<file path="src/rtl/serial_subtractor_pkg.sv">
// -----------------------------------------------------------------------------
// serial_subtractor_pkg
// Shared types and helpers for the bit-serial subtractor.
//   state_e   : controller states {IDLE, RUN, DONE}, 2-bit encoding
//   cnt_width : bit counter width for a given operand width ($clog2, min 1)
// -----------------------------------------------------------------------------
package serial_subtractor_pkg;

    typedef enum logic [1:0] {
        IDLE = 2'd0,
        RUN  = 2'd1,
        DONE = 2'd2
    } state_e;

    // The counter only has to reach WIDTH-1, so $clog2(WIDTH) bits suffice.
    function automatic int cnt_width(input int width);
        int w;
        w = $clog2(width);
        return (w < 1) ? 1 : w;
    endfunction

endpackage

</file>
<file path="src/rtl/full_subtractor_1b.sv">
// -----------------------------------------------------------------------------
// full_subtractor_1b
// One-bit full subtractor, purely combinational: d = a - b - bin.
// Ports:
//   a, b  : minuend / subtrahend bit
//   bin   : borrow in
//   d     : difference bit
//   bout  : borrow out
// -----------------------------------------------------------------------------
module full_subtractor_1b (
    input  logic a,
    input  logic b,
    input  logic bin,
    output logic d,
    output logic bout
);

    assign d    = a ^ b ^ bin;
    assign bout = (~a & b) | (~(a ^ b) & bin);

endmodule

</file>
<file path="src/rtl/serial_subtractor.sv">
// -----------------------------------------------------------------------------
// serial_subtractor
// Bit-serial WIDTH-bit subtractor z = m - n, LSB first, one bit per clock,
// with a start/done handshake. The result is held until the next one completes.
// Ports:
//   clk, rst   : clock, synchronous active-high reset
//   start      : request, honoured in IDLE or DONE only
//   m, n       : unsigned minuend / subtrahend, captured on an accepted start
//   busy       : high while bits are being processed
//   done       : one-cycle pulse when z/borrow become valid
//   z          : m - n mod 2^WIDTH
//   borrow     : 1 iff m < n (unsigned)
//   ovf        : two's-complement overflow of m - n (only with
//                SERIAL_SUBTRACTOR_OVF_EN defined)
// -----------------------------------------------------------------------------
module serial_subtractor
    import serial_subtractor_pkg::*;
#(
    parameter int WIDTH = 4
) (
    input  logic             clk,
    input  logic             rst,
    input  logic             start,
    input  logic [WIDTH-1:0] m,
    input  logic [WIDTH-1:0] n,
    output logic             busy,
    output logic             done,
    output logic [WIDTH-1:0] z,
    output logic             borrow
`ifdef SERIAL_SUBTRACTOR_OVF_EN
    ,
    output logic             ovf
`endif
);

    localparam int CW = cnt_width(WIDTH);
    localparam logic [CW-1:0] LAST = CW'(WIDTH - 1);

    state_e           state_q, state_d;
    logic [CW-1:0]    cnt_q, cnt_d;
    logic [WIDTH-1:0] a_q, a_d;
    logic [WIDTH-1:0] b_q, b_d;
    logic [WIDTH-1:0] acc_q, acc_d;
    logic             bin_q, bin_d;
    logic [WIDTH-1:0] z_q, z_d;
    logic             borrow_q, borrow_d;
`ifdef SERIAL_SUBTRACTOR_OVF_EN
    logic [1:0]       msb_q, msb_d;     // {m[MSB], n[MSB]} as captured
    logic             ovf_q, ovf_d;
`endif

    logic diff;
    logic bout;

    full_subtractor_1b u_fs (
        .a    (a_q[0]),
        .b    (b_q[0]),
        .bin  (bin_q),
        .d    (diff),
        .bout (bout)
    );

    always_comb begin
        state_d  = state_q;
        cnt_d    = cnt_q;
        a_d      = a_q;
        b_d      = b_q;
        acc_d    = acc_q;
        bin_d    = bin_q;
        z_d      = z_q;
        borrow_d = borrow_q;
`ifdef SERIAL_SUBTRACTOR_OVF_EN
        msb_d    = msb_q;
        ovf_d    = ovf_q;
`endif
        unique case (state_q)
            IDLE, DONE: begin
                if (start) begin
                    a_d     = m;
                    b_d     = n;
                    bin_d   = 1'b0;
                    cnt_d   = '0;
                    state_d = RUN;
`ifdef SERIAL_SUBTRACTOR_OVF_EN
                    msb_d   = {m[WIDTH-1], n[WIDTH-1]};
`endif
                end else begin
                    state_d = IDLE;
                end
            end
            RUN: begin
                // Difference bits enter at the MSB so that after WIDTH shifts
                // bit 0 has arrived at position 0.
                acc_d = {diff, acc_q[WIDTH-1:1]};
                a_d   = a_q >> 1;
                b_d   = b_q >> 1;
                bin_d = bout;
                cnt_d = cnt_q + 1'b1;
                if (cnt_q == LAST) begin
                    // Outputs change only here, so no partial result is ever visible.
                    z_d      = {diff, acc_q[WIDTH-1:1]};
                    borrow_d = bout;
                    state_d  = DONE;
`ifdef SERIAL_SUBTRACTOR_OVF_EN
                    // diff is the MSB of the final result on this edge.
                    ovf_d    = (msb_q[1] ^ msb_q[0]) & (msb_q[1] ^ diff);
`endif
                end
            end
            default: state_d = IDLE;
        endcase
    end

    always_ff @(posedge clk) begin
        if (rst) begin
            state_q  <= IDLE;
            cnt_q    <= '0;
            a_q      <= '0;
            b_q      <= '0;
            acc_q    <= '0;
            bin_q    <= 1'b0;
            z_q      <= '0;
            borrow_q <= 1'b0;
`ifdef SERIAL_SUBTRACTOR_OVF_EN
            msb_q    <= 2'b00;
            ovf_q    <= 1'b0;
`endif
        end else begin
            state_q  <= state_d;
            cnt_q    <= cnt_d;
            a_q      <= a_d;
            b_q      <= b_d;
            acc_q    <= acc_d;
            bin_q    <= bin_d;
            z_q      <= z_d;
            borrow_q <= borrow_d;
`ifdef SERIAL_SUBTRACTOR_OVF_EN
            msb_q    <= msb_d;
            ovf_q    <= ovf_d;
`endif
        end
    end

    assign busy   = (state_q == RUN);
    assign done   = (state_q == DONE);
    assign z      = z_q;
    assign borrow = borrow_q;
`ifdef SERIAL_SUBTRACTOR_OVF_EN
    assign ovf    = ovf_q;
`endif

endmodule

</file>
<file path="config.mk">
export PLATFORM = sky130hd
export DESIGN_NAME = serial_subtractor
export DESIGN_NICKNAME = d
export VERILOG_FILES = /design/src/rtl/serial_subtractor_pkg.sv /design/src/rtl/full_subtractor_1b.sv /design/src/rtl/serial_subtractor.sv
export SDC_FILE = /design/constraint.sdc
export NUM_CORES = 1
export LEC_CHECK = 0
export CAP_MARGIN = 20
export CORE_AREA = 3 3 47 49
export DETAILED_ROUTE_END_ITERATION = 8
export DIE_AREA = 0 0 50 52
export PLACE_DENSITY = 0.77
export SLEW_MARGIN = 25
export SYNTH_ARGS = -nofsm -noshare
export SYNTH_HDL_FRONTEND = slang
export SYNTH_SLANG_ARGS = --single-unit
</file>
<file path="constraint.sdc">
create_clock -name clk -period 1.5 [get_ports clk]
set_input_delay 0.15 -clock clk [delete_from_list [all_inputs] [get_ports clk]]
set_output_delay 0.15 -clock clk [all_outputs]
set_load 0.1 [all_outputs]
</file>
## After elaboration in Yosys (flattened, before gate mapping)

Index checks and enable logic that the tools add are counted.

| storage, ports and cells | value |
|---|---|
| flip-flop bits (word level) | 22 |
| bits in latches | 0 |
| memory bits (writable) | 0 |
| ROM bits | 0 |
| input port bits | 11 |
| output and inout port bits | 7 |
| logic and storage cells | 37 |
| memories | 0 |

| cells by class | value |
|---|---|
| add/sub/neg operators | 1 |
| $mul | 0 |
| div/mod/pow operators | 0 |
| order comparisons | 0 |
| equality and inequality tests | 5 |
| shift-type cells | 0 |
| muxes and demuxes | 11 |
| bitwise operators | 7 |
| reductions and logical operators | 5 |

Operators by type and width:

| operator | count |
|---|---|
| 4-bit case mux with 2 select lines | 2 |
| 4-bit 2-to-1 mux | 2 |
| 2-bit case mux with 2 select lines | 2 |
| 2-bit equality test, second input constant | 2 |
| 2-bit 2-to-1 mux | 2 |
| 2-bit AND reduction | 2 |
| 2-bit by 1-bit adder with 2-bit output, second input constant | 1 |
| 1-bit AND | 2 |
| 2-bit by 1-bit equality test with 1-bit output, second input constant | 1 |
| 2-bit zero test | 1 |
| 1-bit 2-to-1 mux | 2 |
| 2-bit by 1-bit inequality test with 1-bit output, second input constant | 1 |
| 2-bit inequality test, second input constant | 1 |
| 1-bit inverter | 2 |
| 1-bit case mux with 2 select lines | 1 |
| 2-bit nonzero test | 1 |
| 2-bit OR reduction | 1 |
| 1-bit bitwise XOR | 2 |
| 1-bit OR | 1 |

## Logic depth before layout (Yosys ltp)

Gate-level depths: netlist of the first run.

| depth | value |
|---|---|
| word-level depth | 5 |
| mapped depth | 5 |
| depth with buffers taken out | 4 |

## Modules after synthesis

From an unflattened synthesis of the first run, not the netlist that was laid out.

| unflattened totals | value |
|---|---|
| cells, all modules | 105 |
| area, all modules | 859.6 µm² |

By module, submodules not included:

| module | instances | cells an instance | area each (µm²) | seq. area each (µm²) |
|---|---|---|---|---|
| serial_subtractor | 1 | 101 | 828.3 | 420.4 |
| full_subtractor_1b | 1 | 4 | 31.3 | 0.0 |

## Least setup slack after synthesis of the first run

No wires, ideal clock.

| timing | value |
|---|---|
| kind | register -> register |
| start | reg, netlist name borrow |
| end | reg borrow_q (netlist: borrow) |
| library setup time | 91 ps |
| arrival | 1,241 ps |
| required time | 1,409 ps |
| setup slack | 168 ps |
| stages on the path, launching flop included | 3 |
| path buffers | 0 |
| clock period less this slack | 1,332 ps |
| cell sequence | dfxtp_1 > a21oi_1 > a311oi_1 |

RTL lines:

| what | line | source |
|---|---|---|
| end signal, assigned | serial_subtractor.sv:136 | `borrow_q <= borrow_d;` |
| end, declared | serial_subtractor.sv:46 | `logic borrow_q, borrow_d;` |

## Worst setup path in the final report of the first run

| timing | value |
|---|---|
| start | reg state_q[1] |
| end | out busy |

| between the ends | value |
|---|---|
| word-level cells in the longest chain between the ends | 1 |

Ends and longest elaborated chain:

| what | line | source |
|---|---|---|
| start, declared | serial_subtractor.sv:39 | `state_e state_q, state_d;` |
| start signal, assigned | serial_subtractor.sv:129 | `state_q <= state_d;` |
| 2-bit by 1-bit equality test with 1-bit output | serial_subtractor.sv:144 | `assign busy = (state_q == RUN);` |
| end, declared | serial_subtractor.sv:26 | `output logic busy,` |

No other way between the ends.

==> results.toml, run 1 <==
[status]
outcome = "finished, final reports clean"

[yosys]
synth_area_um2 = 863
syn_area_per_cell_um2 = 8.30
synth_cell_types = 20
seq_area_frac_synth_pct = 48.7
synthXorXnorAreaFrac_pct = 0
synth_top_family_by_area = "simple AND/OR/NAND/NOR gates"
synth_simple_gate_area_share_pct = 25.5
synthAdderAreaFrac_pct = 3.77
synth_mux_area_share_pct = 0
netlist_instances = 104
ys_ff_latch = 21
synth_nets = 117
synth_compound_gate_area_share_pct = 15.5
synth_warnings = 0

[power]
p_int_mw = 0.760
power-per-cell-area_mw_per_mm2 = 907
p_comb_share_pct = 16.1
clock_power_share_pct = 25.6
p_total_mw = 1.04
switching_power_mw = 0.277
p_leak_nw = 0.419
ir_drop_uv = 540
seqPwrFrac_pct = 58.3
switching_share_pct = 26.7

[timing]
slew_headroom_pct = 81.1
finalSetupTns_ns = 0
worstMarginPinSlew_ns = 0.284
fin_worst_skew_ns = 0.00758
rsz0062_at_grt = "false"
slew_viol_final = 0
hold_viol_final = 0
setup_ws_ns = 0.134
fin_crit_sh_pct = 91.1
final-setup-viol-count = 0
whs_ns = 0.385
finalCriticalPeriod_ns = 1.37
max_freq_mhz = 732

[clock_network]
cts_hold_buffers = 0
post_cts_buffers = 0
clockBufferDepth = 2
cts_buffers = 3
clk_pin_slew_ns = 0.12
htreeDepth = 1
clock_sinks = 21
cts_tree = "done"
cts_root_buf = "clkbuf_4"
clk_latency_ns = 0.30
cts_resized = 0

[global_route]
antenna_found_initial = 0
first_global_vias = 646
grt_pass1_wl_um = 2540
grt_max_degree = 22
overflow = 0
grt_use_total_pct = 12.8

[final_layout]
fin_util_pct = 60.1
final_nets = 134
diodes = 0
finalInstanceArea_mm2 = 0.00114
final_cell_count_no_fill = 147
drive_gt1_share_pct = 14.2
syn_to_final_growth_pct = 32.3

[die]
die-area_mm2 = 0.00260
rows = 16
core_mm2 = 0.00190
chipWidth_um = 50
ios = 18
start_util_pct = 45.4
die_height_um = 52

[route]
first_pass_iters = 4
drt_iter0_markers = 7
vias = 714
drt-vias-per-instance = 4.86
drtAntennaViolNets = 0
drc_errors = 0
wirelength_um = 1560
wl_per_cell_um = 10.6

[worst_setup_path]
crit_required_ns = 1.35
arrival_ns = 1.22
critical-path-top-delay-family = "buffers and inverters"
crit_path_start_kind = "flip-flop"
cp_slowest_cell = "dfxtp_1"
crit_buf_inv = 2
crit_type = "flip-flop to output pin"
cp_max_fo = 13
critPathMaxStageDelay_ns = 0.33
worst_setup_path_end_kind = "output pin"
crit_chain = "nand2b_2, inv_2, buf_12"

[worst_hold_path]
hp-class = "primary input to flip-flop"

[placed_design]
pre_cts_slack_ns = 0.0941
dp.cells = 143
dp_hpwl_um = 1160
place_area_mm2 = 0.00111
gp_congestion = 0.747
io_buffer_count = 17

[flow_run]
maxCapViolations = 0
Yosys cell counts:
| master | instances | area (um2) |
|---|---|---|
| o21a_1 | 1 | 7.51 |
| nand2b_1 | 2 | 12.5 |
| nand3_1 | 9 | 45.0 |
| inv_2 | 1 | 3.75 |
| clkbuf_1 | 3 | 11.3 |
| buf_4 | 1 | 7.51 |
| dfxtp_1 | 21 | 420 |
| ha_1 | 1 | 12.5 |
| nor2b_1 | 1 | 6.26 |
| inv_1 | 2 | 7.51 |
| nand2_1 | 25 | 93.8 |
| a21oi_1 | 13 | 65.1 |
| and2b_1 | 1 | 7.51 |
| buf_2 | 3 | 15.0 |
| fa_1 | 1 | 20.0 |
| nor2_1 | 8 | 30.0 |
| nand3b_1 | 1 | 7.51 |
| buf_6 | 1 | 11.3 |
| nand2b_2 | 2 | 17.5 |
| a311oi_1 | 7 | 61.3 |
state kept, by name, summed over array words and instances, names as in the netlist:
signal   cells
acc_q        3
a_q          4
state_q      2
z            4
b_q          4
bin_q        1
borrow       1
cnt_q        2
area by class of cell:
cell class                      instances  area (um2)
Multi-Input combinational cell         72         387
Clock inverter                          1        5.00
Timing Repair Buffer                   20         263
Inverter                                3        11.3
Tap cell                               27        33.8
Sequential cell                        21         420
Fill cell                             178         759
Clock buffer                            3        22.5
kinds of logic after synthesis:
group,count (synthesis)
buffers and inverters,11
DFF,21
AOI/OAI and AO/OA,21
adders and majority gates,2
and+or+nand+nor,49
worst register-to-register path: stages, from the launching register on:
cell,delay (ns)
dfxtp_1,0.37
ha_1,0.33
nand3b_1,0.24
nand2_1,0.12
a21oi_1,0.06
path summary, 6_finish.rpt:
path,slack (ns),from,cells past startpoint,end
setup / recovery,0.13,state_q[1],3,busy
hold / removal,0.39,m[3],3,a_q[3]
setup reg to reg,0.27,cnt_q[0],4,z[0]
hold reg to reg,0.47,acc_q[1],2,z[0]
placed cells by master (no fill, tap or decap), types with 2 or more instances in the layout:
cell,instances
nand2b_1,2
a311oi_1,7
nand2b_2,2
nor2_1,8
inv_1,2
buf_4,3
clkbuf_4,3
dfxtp_1,21
nand2_1,25
nand3_1,9
clkdlybuf4s50_1,10
a21oi_1,13
buf_12,7
power groups by stage:
stage | clock network (mW) | registers, mW | logic [mW]
6_report | 0.266 | 0.604 | 0.167
5_1_grt | 0.300 | 0.608 | 0.183
4_1_cts | 0.275 | 0.604 | 0.168
3_5_place_dp | 0 | 0.617 | 0.168
3_3_place_gp | 0 | 0.615 | 0.164
2_1_floorplan | 0 | 0.613 | 0.116
routing by layer:
layer	global-route usage [%]	share of wire, %	wire length (um)
met5	0	0	0
met4	6.91	0.83	13
met3	2.58	4.9	77
met2	23.0	48	754
met1	13.9	46	714
(Power assumes the default switching activity.)
==> run 2, diff against run 1 <==
--- a/config.mk
+++ b/config.mk
@@ -6,10 +6,10 @@
 export NUM_CORES = 1
 export LEC_CHECK = 0
 export CAP_MARGIN = 20
-export CORE_AREA = 3 3 47 49
+export CORE_AREA = 3 3 46 48
 export DETAILED_ROUTE_END_ITERATION = 8
-export DIE_AREA = 0 0 50 52
-export PLACE_DENSITY = 0.77
+export DIE_AREA = 0 0 49 51
+export PLACE_DENSITY = 0.79
 export SLEW_MARGIN = 25
 export SYNTH_ARGS = -nofsm -noshare
 export SYNTH_HDL_FRONTEND = slang
==> constraint.sdc (replaced) <==
create_clock -name clk -period 1.7 [get_ports clk]
set_input_delay 0.34 -clock clk [delete_from_list [all_inputs] [get_ports clk]]
set_output_delay 0.34 -clock clk [all_outputs]
set_load 0.1 [all_outputs]
==> run 2 against run 1 <==
Effect of this change:
- clock-buffer cell count did not move
- cell count shrank 1.4%
- final area decreased by 0.22%
- setup slack improved by 0.013 ns
- first-iteration DRC count up 86%
- highest routed layer unchanged
- combinational power down 11%
- sequential power shrank 12%
- register-to-register slack improved by 0.21 ns
==> results.toml, run 2 (same netlist as run 1, synthesis figures left out) <==
[clock_network]
cts_resized = 0
clock_sinks = 21
clk_pin_slew_ns = 0.12
cts_root_buf = "clkbuf_4"
clockBufferDepth = 2
post_cts_buffers = 0
cts_buffers = 3
cts_hold_buffers = 0
clk_latency_ns = 0.29
cts_tree = "done"
htreeDepth = 1

[route]
wirelength_um = 1510
vias = 750
drc_errors = 0
drtAntennaViolNets = 0
drt-vias-per-instance = 5.17
drt_iter0_markers = 13
first_pass_iters = 4
wl_per_cell_um = 10.4

[final_layout]
final_common_cell = "nand2_1"
drive_gt1_share_pct = 14.2
finalInstanceArea_mm2 = 0.00114
final_nets = 134
layout_common_cells = "25 x nand2_1, 21 x dfxtp_1, 13 x a21oi_1"
syn_to_final_growth_pct = 32.0
diodes = 0

[placed_design]
gp_congestion = 0.757
dp_hpwl_um = 1130
place_area_mm2 = 0.00111
io_buffer_count = 17

[timing]
max_freq_mhz = 644
slew_headroom_pct = 82.2
final-setup-viol-count = 0
fin_crit_sh_pct = 91.4
finalSetupTns_ns = 0
whs_ns = 0.473
worstMarginPinSlew_ns = 0.267
slew_viol_final = 0
hold_viol_final = 0
fin_worst_skew_ns = 0.00578
finalCriticalPeriod_ns = 1.55
rsz0062_at_grt = "false"

[power]
p_int_mw = 0.670
clock_power_share_pct = 25.4
p_comb_share_pct = 16.2
switching_power_mw = 0.242
seqPwrFrac_pct = 58.4
p_leak_nw = 0.419
ir_drop_uv = 630
switching_share_pct = 26.5
power-per-cell-area_mw_per_mm2 = 800

[die]
core_mm2 = 0.00175
start_util_pct = 49.5
die_height_um = 51
ios = 18
die-area_mm2 = 0.00250
chipWidth_um = 49
rows = 15

[global_route]
first_global_vias = 691
grt_use_total_pct = 13.9
antenna_found_initial = 0
overflow = 0
grt_max_degree = 22
grt_pass1_wl_um = 2730

[flow_run]
maxCapViolations = 0

[worst_setup_path]
critPathMaxStageDelay_ns = 0.33
crit_chain = "nand2b_2, inv_2, buf_12"
crit_required_ns = 1.36
cp_slowest_cell = "dfxtp_1"
crit_type = "flip-flop to output pin"
crit_path_end = "busy"
critical-path-top-delay-family = "buffers and inverters"
arrival_ns = 1.21
crit_buf_inv = 2
reg2reg_from = "b_q[0]"
crit_path_start_kind = "flip-flop"
critPathLaunch = "state_q[1]"
ff2ff_path_depth = 4
ff2ff_setup_slack_ns = 0.48
worst_setup_path_end_kind = "output pin"
cp_num_cells = 3
reg2reg_to = "z[3]"
cp_max_fo = 13

[status]
outcome = "finished, final reports clean"

[worst_hold_path]
hp-class = "flip-flop to flip-flop"
worstHoldPathCells = 2
run 2: cell counts in the layout (fill, tap and decap cells not counted):
Identical to the previous run, type by type.
run 2: how the worst min path moves through the flow:
stage | start | end | slack, ns
2_1_floorplan | rst | b_q[0] | 0.41
5_1_grt | acc_q[3] | acc_q[2] | 0.50
3_5_place_dp | acc_q[1] | acc_q[1] | 0.46
6_report | acc_q[1] | acc_q[1] | 0.47
4_1_cts | acc_q[1] | acc_q[1] | 0.48
3_3_place_gp | acc_q[1] | acc_q[1] | 0.44
run 2: power groups by stage:
stage / Sequential (mW) / Clock (mW) / Combinational (mW)
after floorplan: 0.541 / 0 / 0.102
after global placement: 0.542 / 0 / 0.144
after detailed placement: 0.544 / 0 / 0.148
after CTS: 0.533 / 0.238 / 0.149
after global routing: 0.536 / 0.267 / 0.163
final: 0.532 / 0.232 / 0.148
run 2: area by class of cell:
class | instances | area [um2]
fillers | 140 | 606
flip-flops and latches | 21 | 420
multi-input cells | 72 | 387
repair buffers | 20 | 263
well taps | 25 | 31.3
clock buffers | 3 | 22.5
inverters | 3 | 11.3
clock inverters | 1 | 5.00
run 2: metrics by stage:
| stage | utilization, % | instances | setup WS, ns | power [mW] |
|---|---|---|---|---|
| CTS | 65.3 | 145 | 0.143 | 0.919 |
| detailed placement | 63.7 | 141 | 0.148 | 0.692 |
| global placement | 63.7 | 141 | 0.187 | 0.686 |
| finish | 65.3 | 145 | 0.146 | 0.912 |
| floorplan | - | 104 | 0.262 | 0.643 |
| global route | 65.3 | 145 | 0.0711 | 0.966 |
run 2: tightest hold or removal path, delay by kind of cell (launching register included):
family	cells	cell delay (ns)
flip-flops	1	0.33
AND/OR/NAND/NOR	1	0.05
AO/OA/AOI/OAI	1	0.05
run 2: per-layer routing:
| metal | vias to the layer above | wire length (um) | track usage, % |
|---|---|---|---|
| li1 | 383 | - | - |
| met1 | 351 | 680 | 14.4 |
| met2 | 14 | 758 | 27.8 |
| met3 | 2 | 58 | 2.62 |
| met4 | 0 | 14 | 4.27 |
| met5 | - | 0 | 0 |
==> run 3, diff against run 2 <==
--- a/config.mk
+++ b/config.mk
@@ -6,9 +6,9 @@
 export NUM_CORES = 1
 export LEC_CHECK = 0
 export CAP_MARGIN = 20
-export CORE_AREA = 3 3 46 48
+export CORE_AREA = 3 3 42 53
 export DETAILED_ROUTE_END_ITERATION = 8
-export DIE_AREA = 0 0 49 51
+export DIE_AREA = 0 0 45 56
 export PLACE_DENSITY = 0.79
 export SLEW_MARGIN = 25
 export SYNTH_ARGS = -nofsm -noshare
==> run 3 against run 2 <==
Effect of this change:
- die area increased by 0.84%
- global-route usage decreased by 0.51 points
- sequential power about the same
- final area decreased by 0.77%
- cell count decreased by 4.1%
- critical path type unchanged
- fmax decreased by 1.2%
- worst hold slack got worse by 0.0050 ns
- setup slack got worse by 0.018 ns
- non-clock buffer count unchanged
- register-to-register slack got worse by 0.03 ns
- largest power group unchanged
==> results.toml, run 3 (same netlist as run 1, synthesis figures left out) <==
[worst_hold_path]
whs_endpoint = "acc_q[1]"
worstHoldPathCells = 2
hp-class = "flip-flop to flip-flop"
min_from = "acc_q[1]"

[worst_setup_path]
arrival_ns = 1.23
reg2reg_to = "z[3]"
crit_chain = "nand2b_2, inv_2, buf_12"
crit_required_ns = 1.36
ff2ff_setup_slack_ns = 0.45
critPathMaxStageDelay_ns = 0.33
crit_type = "flip-flop to output pin"
cp_max_fo = 13
worst_setup_path_end_kind = "output pin"
ff2ff_path_depth = 4
cp_slowest_cell = "dfxtp_1"
reg2reg_from = "b_q[0]"
crit_path_start_kind = "flip-flop"

[die]
core_mm2 = 0.00179
ios = 18
die-area_mm2 = 0.00252
chipWidth_um = 45
start_util_pct = 48.3
die_height_um = 56
rows = 17

[power]
ir_drop_uv = 461
power-per-cell-area_mw_per_mm2 = 813
p_leak_nw = 0.416
p_total_mw = 0.920

[timing]
fin_crit_sh_pct = 92.5
final-setup-viol-count = 0
slew_headroom_pct = 81.0
slew_viol_final = 0
fin_worst_skew_ns = 0.00295
whs_ns = 0.468
finalCriticalPeriod_ns = 1.57
hold_viol_final = 0
rsz0062_at_grt = "false"
worstMarginPinSlew_ns = 0.286
max_freq_mhz = 636
finalSetupTns_ns = 0

[clock_network]
clockBufferDepth = 2
cts_resized = 0
cts_buffers = 3
cts_tree = "done"
cts_hold_buffers = 0
clk_pin_slew_ns = 0.11
htreeDepth = 1
post_cts_buffers = 0
cts_root_buf = "clkbuf_4"
clock_sinks = 21
clk_latency_ns = 0.31

[global_route]
first_global_vias = 616
grt_max_degree = 22
grt_use_total_pct = 13.4
overflow = 0
antenna_found_initial = 0
grt_pass1_wl_um = 2520

[final_layout]
drive_gt1_share_pct = 13.3
diodes = 0
final_common_cell = "nand2_1"
syn_to_final_growth_pct = 31.0
fillers = 155
layout_common_cells = "25 x nand2_1, 21 x dfxtp_1, 13 x a21oi_1"
final_nets = 134
seq_area_um2 = 420
multiInputGateArea_um2 = 387

[route]
drt_iter0_markers = 11
met3_length_um = 106
wl_met2_um = 719
first_pass_iters = 4
drt-vias-per-instance = 5.29
drtAntennaViolNets = 0
met1_length_um = 648
drc_errors = 0
highest_layer = "met4"
wirelength_um = 1520
vias = 736
wl_per_cell_um = 10.9

[flow_run]
maxCapViolations = 0

[placed_design]
io_buffer_count = 17
gp_congestion = 0.693
dp_hpwl_um = 1070

[status]
outcome = "finished, final reports clean"
==> run 3: worst max-delay path, delay by kind of cell (launching register included) <==
kind                   cells  cell delay, ns
AND/OR/NAND/NOR            1            0.18
flip-flops                 1            0.33
buffers and inverters      2            0.41
==> run 3: report_power, final <==
group / switching, mW / internal [mW]
Sequential: 0.0159 / 0.517
Clock: 0.148 / 0.0917
Combinational: 0.0811 / 0.0659
Total: 0.245 / 0.675
==> run 3: per-layer routing <==
| layer | vias to the layer above | GRT usage [%] |
|---|---|---|
| li1 | 381 | - |
| met1 | 322 | 15.2 |
| met2 | 27 | 20.6 |
| met3 | 6 | 3.88 |
| met4 | 0 | 8.79 |
| met5 | - | 0 |
==> run 3: worst max-delay path by stage <==
stage,depth (start not counted),endpoint,slack (ns),start
floorplan,1,done,0.26,state_q[0]
global placement,5,b_q[2],0.18,start
detailed placement,5,b_q[1],0.16,start
CTS,3,busy,0.12,state_q[1]
global route,3,busy,0.04,state_q[0]
finish,3,busy,0.13,state_q[1]
==> run 3: layout make-up <==
type                    count  share of cell area, %
multi-input cells          72                   34.2
flip-flops and latches     21                   37.2
clock buffers               4                   2.32
repair buffers             20                   23.2
well taps                  19                   2.10
inverters                   3                  0.996
==> run 3: metrics by stage <==
stage	std cells	util (%)	instance area, um2	setup slack [ns]
after floorplan	104	-	863	0.262
after global placement	135	61.8	1100	0.179
after detailed placement	135	61.8	1100	0.161
after CTS	139	63.3	1130	0.122
after global routing	139	63.3	1130	0.0429
final	139	63.3	1130	0.128
